$ cat src/rtl/flip_dispatch.sv
// -----------------------------------------------------------------------------
// flip_dispatch
//
// Collects one-cycle weight-flip requests from N accumulator lanes during the
// backward-propagation phase and hands them out one at a time over a
// valid/ready channel. An accepted flip toggles the matching bit of the
// binary weight vector. Two requests on the same lane that both arrive before
// the lane is picked cancel each other, and the cancellation is counted.
//
// Ports
//   clk_in            single clock, rising edge
//   rst_in            asynchronous active-low reset
//   prop_in           backward-propagation enable; trig_in ignored when low
//   trig_in[N]        one-cycle flip pulses, bit i from lane i
//   clear_in          synchronous discard of all pending flips
//   flip_valid_out    an offered flip index is valid
//   flip_idx_out      index of the offered flip
//   flip_ready_in     downstream accepts the offered flip
//   weights_out[N]    current binary weight vector (registered)
//   busy_out          a flip is pending or offered (registered)
//   cancel_count_out  saturating count of cancelled flip pairs
// -----------------------------------------------------------------------------
module flip_dispatch #(
   parameter int             N      = 16,
   parameter int             IDX_W  = $clog2(N),
   parameter logic [N-1:0]   INIT_W = '0
) (
   input  logic             clk_in,
   input  logic             rst_in,
   input  logic             prop_in,
   input  logic [N-1:0]     trig_in,
   input  logic             clear_in,
   output logic             flip_valid_out,
   output logic [IDX_W-1:0] flip_idx_out,
   input  logic             flip_ready_in,
   output logic [N-1:0]     weights_out,
   output logic             busy_out,
   output logic [7:0]       cancel_count_out
);

   // Wide enough to hold a popcount of all N lanes.
   localparam int CNT_W = $clog2(N + 1);

   typedef enum logic {
      IDLE  = 1'b0,
      OFFER = 1'b1
   } state_t;

   state_t             state_reg, state_next;
   logic [N-1:0]       pend_reg, pend_next;
   logic               valid_reg, valid_next;
   logic [IDX_W-1:0]   idx_reg, idx_next;
   logic [IDX_W-1:0]   rr_reg, rr_next;
   logic [N-1:0]       weights_reg, weights_next;
   logic [7:0]         cnt_reg, cnt_next;
   logic               busy_reg, busy_next;

   logic [N-1:0]       trig_eff;
   logic [N-1:0]       sel_onehot;
   logic [N-1:0]       cancel_vec;
   logic               found;
   logic [IDX_W-1:0]   sel_idx;
   logic               take_sel;
   logic [CNT_W-1:0]   cancel_pop;
   logic [9:0]         cnt_sum;

   // ------------------------------------------------------------------
   // Round-robin search: first pending lane at or after rr_reg, wrapping.
   // ------------------------------------------------------------------
   always_comb begin
      int               cand;
      logic [IDX_W-1:0] cand_idx;
      found    = 1'b0;
      sel_idx  = '0;
      cand     = 0;
      cand_idx = '0;
      for (int k = 0; k < N; k++) begin
         cand = int'(rr_reg) + k;
         if (cand >= N) begin
            cand = cand - N;
         end
         cand_idx = IDX_W'(cand);
         if (!found && pend_reg[cand_idx]) begin
            found   = 1'b1;
            sel_idx = cand_idx;
         end
      end
   end

   // A selection is only made from IDLE; a clear in the same cycle wins so
   // that discarded flips are never offered.
   assign take_sel = (state_reg == IDLE) && found && !clear_in;

   assign trig_eff = prop_in ? trig_in : '0;

   // Per-lane selection mask and cancel detection. A trigger on the lane
   // being selected this cycle is a fresh request, not a cancellation.
   generate
      for (genvar gi = 0; gi < N; gi++) begin : g_lane
         assign sel_onehot[gi] = take_sel && (sel_idx == IDX_W'(gi));
         assign cancel_vec[gi] = trig_eff[gi] & pend_reg[gi] & ~sel_onehot[gi];
      end
   endgenerate

   // Number of lanes cancelling in this cycle.
   always_comb begin
      cancel_pop = '0;
      for (int i = 0; i < N; i++) begin
         cancel_pop = cancel_pop + CNT_W'(cancel_vec[i]);
      end
   end

   // Saturating accumulate at 255.
   always_comb begin
      cnt_sum  = 10'(cnt_reg) + 10'(cancel_pop);
      cnt_next = (cnt_sum > 10'd255) ? 8'hFF : cnt_sum[7:0];
   end

   // Pending mask: XOR folds cancellation and re-arm into one expression.
   always_comb begin
      if (clear_in) begin
         pend_next = '0;
      end else begin
         pend_next = (pend_reg & ~sel_onehot) ^ trig_eff;
      end
   end

   // ------------------------------------------------------------------
   // Offer FSM
   // ------------------------------------------------------------------
   always_comb begin
      state_next   = state_reg;
      valid_next   = valid_reg;
      idx_next     = idx_reg;
      rr_next      = rr_reg;
      weights_next = weights_reg;
      unique case (state_reg)
         IDLE: begin
            valid_next = 1'b0;
            if (take_sel) begin
               idx_next   = sel_idx;
               valid_next = 1'b1;
               rr_next    = (sel_idx == IDX_W'(N - 1)) ? '0 : sel_idx + IDX_W'(1);
               state_next = OFFER;
            end
         end
         OFFER: begin
            // The offer stays up until taken; clear_in does not withdraw it.
            if (flip_ready_in) begin
               weights_next[idx_reg] = ~weights_reg[idx_reg];
               valid_next            = 1'b0;
               state_next            = IDLE;
            end
         end
         default: begin
            state_next = IDLE;
            valid_next = 1'b0;
         end
      endcase
   end

   // busy is computed from next-state values so the output is a flop.
   assign busy_next = (|pend_next) | valid_next;

   always_ff @(posedge clk_in or negedge rst_in) begin
      if (!rst_in) begin
         state_reg   <= IDLE;
         pend_reg    <= '0;
         valid_reg   <= 1'b0;
         idx_reg     <= '0;
         rr_reg      <= '0;
         weights_reg <= INIT_W;
         cnt_reg     <= '0;
         busy_reg    <= 1'b0;
      end else begin
         state_reg   <= state_next;
         pend_reg    <= pend_next;
         valid_reg   <= valid_next;
         idx_reg     <= idx_next;
         rr_reg      <= rr_next;
         weights_reg <= weights_next;
         cnt_reg     <= cnt_next;
         busy_reg    <= busy_next;
      end
   end

   assign flip_valid_out   = valid_reg;
   assign flip_idx_out     = idx_reg;
   assign weights_out      = weights_reg;
   assign busy_out         = busy_reg;
   assign cancel_count_out = cnt_reg;

endmodule

$ cat config.mk
export PLATFORM = sky130hd
export DESIGN_NAME = flip_dispatch
export DESIGN_NICKNAME = d
export VERILOG_FILES = /design/src/rtl/flip_dispatch.sv
export SDC_FILE = /design/constraint.sdc
export NUM_CORES = 1
export LEC_CHECK = 0
export CAP_MARGIN = 5
export CORE_MARGIN = 4
export CORE_UTILIZATION = 70
export DETAILED_ROUTE_END_ITERATION = 12
export DONT_BUFFER_PORTS = 1
export PLACE_DENSITY = 0.86
export SLEW_MARGIN = 5
export SYNTH_ARGS = -nofsm -noshare
export SYNTH_HDL_FRONTEND = slang
export SYNTH_SLANG_ARGS = --single-unit
$ cat constraint.sdc
create_clock -name clk_in -period 15.2 [get_ports clk_in]
set_clock_uncertainty 0.2 [all_clocks]
set_input_delay 3.04 -clock clk_in [delete_from_list [all_inputs] [get_ports clk_in]]
set_output_delay 3.04 -clock clk_in [all_outputs]
set_load 0.01 [all_outputs]
==> metrics.yaml <==
report.final.hold_viol_count: 0
status: "finished, final reports clean"
drt_iter0_drc: 686
first_pass_iters: 8
fin_crit_sh_pct: 66.95
top_layer_used: "met4"
cpPeakStageDelay_ns: 0.83
gp_congestion: 0.9935
grt_max_degree: 52
grt_antenna_before_repair: 0
antenna_cells: 0
dieHeight_um: 98.60
totalWireLength_mm: 16.87
critPathArrivalTime_ns: 10.17
synth_top_area_share_pct: 22.21
viasPerCell: 7.430
synth_cells: 647
holdPathEnd: "weights_out[10]"
synth_fp_nets: 699
layout-drive-gt1-share_pct: 15.74
fillers: 562
cts_hold_buffers: 0
start_kind: "flip-flop"
met1_length_mm: 6.135
postCtsSetupBuffers: 0
seq_area_frac_synth_pct: 22.21
ios: 51
avgSynthCellArea_um2: 8.880
layout_min_cycle_time_ns: 10.18
cp_slowest_cell: "ha_1"
hold_start: "weights_out[10]"
syn_area_um2: 5746
cts_made_buffers: 5
worstPathMaxFanout: 36
met3WireLength_mm: 1.922
yosys.cell_count.top_type: "nand2_1"
r2r_cells: 31
path_class: "reg2reg"
first_global_vias: 5289
synth_ff_type: "dfrtp_1"
wl_met2_mm: 7.952
r2r_setup_slack_ns: 5.02
rsz0062_at_grt: "false"
yosysWarningCount: 0
die-area_um2: 9721
grt_pass1_wl_mm: 26.92
min_path_type: "reg2reg"
grt_overflow_total: 0
final-setup-viol-count: 0
start_util_pct: 73.21
syn_to_final_growth_pct: 2.243
cp.required_ns: 15.19
ant_nets: 0
io_buffer_count: 0
synth_edf_count: 0
h-tree-depth: 2
slew_headroom_pct: 32.93
synth_cell_types: 76
ys_top_cells_by_area: "dfrtp_1, mux4_2, mux2_2"
ctsResizeCount: 0
rows: 32
nets: 680
multi_input_area_um2: 4164
ys_top_cells_by_count: "nand2_1, nor2_1, dfrtp_1"
clk_pin_slew_ns: 0.10
yosys.area.top_type: "dfrtp_1"
die_x_um: 98.60
dp_hpwl_mm: 12.89
max_cap_violations: 0
regToRegEndpoint: "cancel_count_out[4]"
final_max_slew_viol_count: 0
tightest_slew_ns: 0.9983
routedWlPerCell_um: 23.08
grt.total_usage_pct: 34.43
critPathCaptureType: "flip-flop"
min_path_cells: 1
fmax_mhz: 98.26
synth-async-reset-ratio_pct: 100.0
ys_ff_latch: 51
r2r-start: "rr_reg[0]"
cts_tree: "done"
clock-sinks: 51
vias: 5431
drc_errors: 0
clock_path_buffers: 2
design.core.area_um2: 7848
insertion_delay_ns: 0.32
tns_ns: 0
cts_root_buf: "clkbuf_8"
regArea_um2: 1276
-- layer usage --
metal	vias up	global-route usage (%)
li1	2346	-
met1	2554	45.28
met2	441	55.69
met3	90	7.360
met4	0	14.08
met5	-	0
-- worst max-delay path: cells and delay by family (launching register included) --
family / cells / cell delay [ns]
adders and majority gates: 7 / 3.37
and+or+nand+nor: 7 / 1.23
AOI/OAI and AO/OA: 8 / 2.99
muxes: 2 / 0.94
DFF: 1 / 0.33
buffers and inverters: 7 / 0.97
-- cells in the final DEF (no fill, tap or decap), types with 4 or more instances in the layout --
master,instances
a211oi_1,5
a21oi_1,29
a22oi_1,5
a31oi_1,4
and2_1,8
and3_1,5
and4_1,4
buf_4,4
clkbuf_8,5
dfrtp_1,51
fa_1,12
ha_1,19
inv_1,42
mux2_2,40
mux2i_1,26
mux4_2,26
nand2_1,63
nand2b_1,10
nand3_1,23
nand3b_1,4
nand4_1,6
nor2_1,60
nor2b_1,10
nor3_1,14
o2111ai_1,5
o21ai_0,30
o22ai_1,5
o31ai_1,10
o32ai_1,5
or2_2,9
or3_1,6
xnor2_1,12
xor2_1,7
-- per-stage QoR --
step	hold WS [ns]	std cells	area [um^2]	utilization (%)	setup slack [ns]
detailed placement	0.3964	723	5763	73.44	5.215
global placement	0.3834	723	5763	73.44	5.572
global route	0.4410	731	5874	74.86	4.493
CTS	0.4187	731	5874	74.86	5.196
floorplan	0.3315	647	5746	-	6.088
finish	0.4158	731	5874	74.86	5.023
-- kinds of logic (layout without fill, tap and decap cells) --
group / count (synthesis) / count (layout) / share of synthesized area [%]
simple gates: 239 / 239 / 20.80
compound gates: 140 / 140 / 17.62
mux: 92 / 92 / 22.56
buf+inv: 74 / 56 / 5.314
flops: 51 / 51 / 22.21
fa+ha+maj: 31 / 31 / 8.319
xor+xnor: 20 / 20 / 3.180
-- worst max-delay path by stage --
stage,start,endpoint,slack [ns]
floorplan,rr_reg[1],cancel_count_out[2],6.09
global placement,rr_reg[0],cancel_count_out[2],5.57
detailed placement,rr_reg[0],cancel_count_out[2],5.22
CTS,rr_reg[0],cancel_count_out[4],5.20
global route,rr_reg[0],cancel_count_out[4],4.49
finish,rr_reg[0],cancel_count_out[4],5.02
-- cell type report --
| class | instances | share of cell area (%) |
|---|---|---|
| inverter | 44 | 2.811 |
| multi-input combinational | 522 | 70.88 |
| timing repair buffer | 4 | 0.5112 |
| tap | 102 | 2.173 |
| clock buffer | 6 | 1.235 |
| clock inverter | 2 | 0.6603 |
| sequential | 51 | 21.73 |
Power is not shown: default switching activity piles up to over one toggle a cycle in this logic, so the estimate is an artifact.
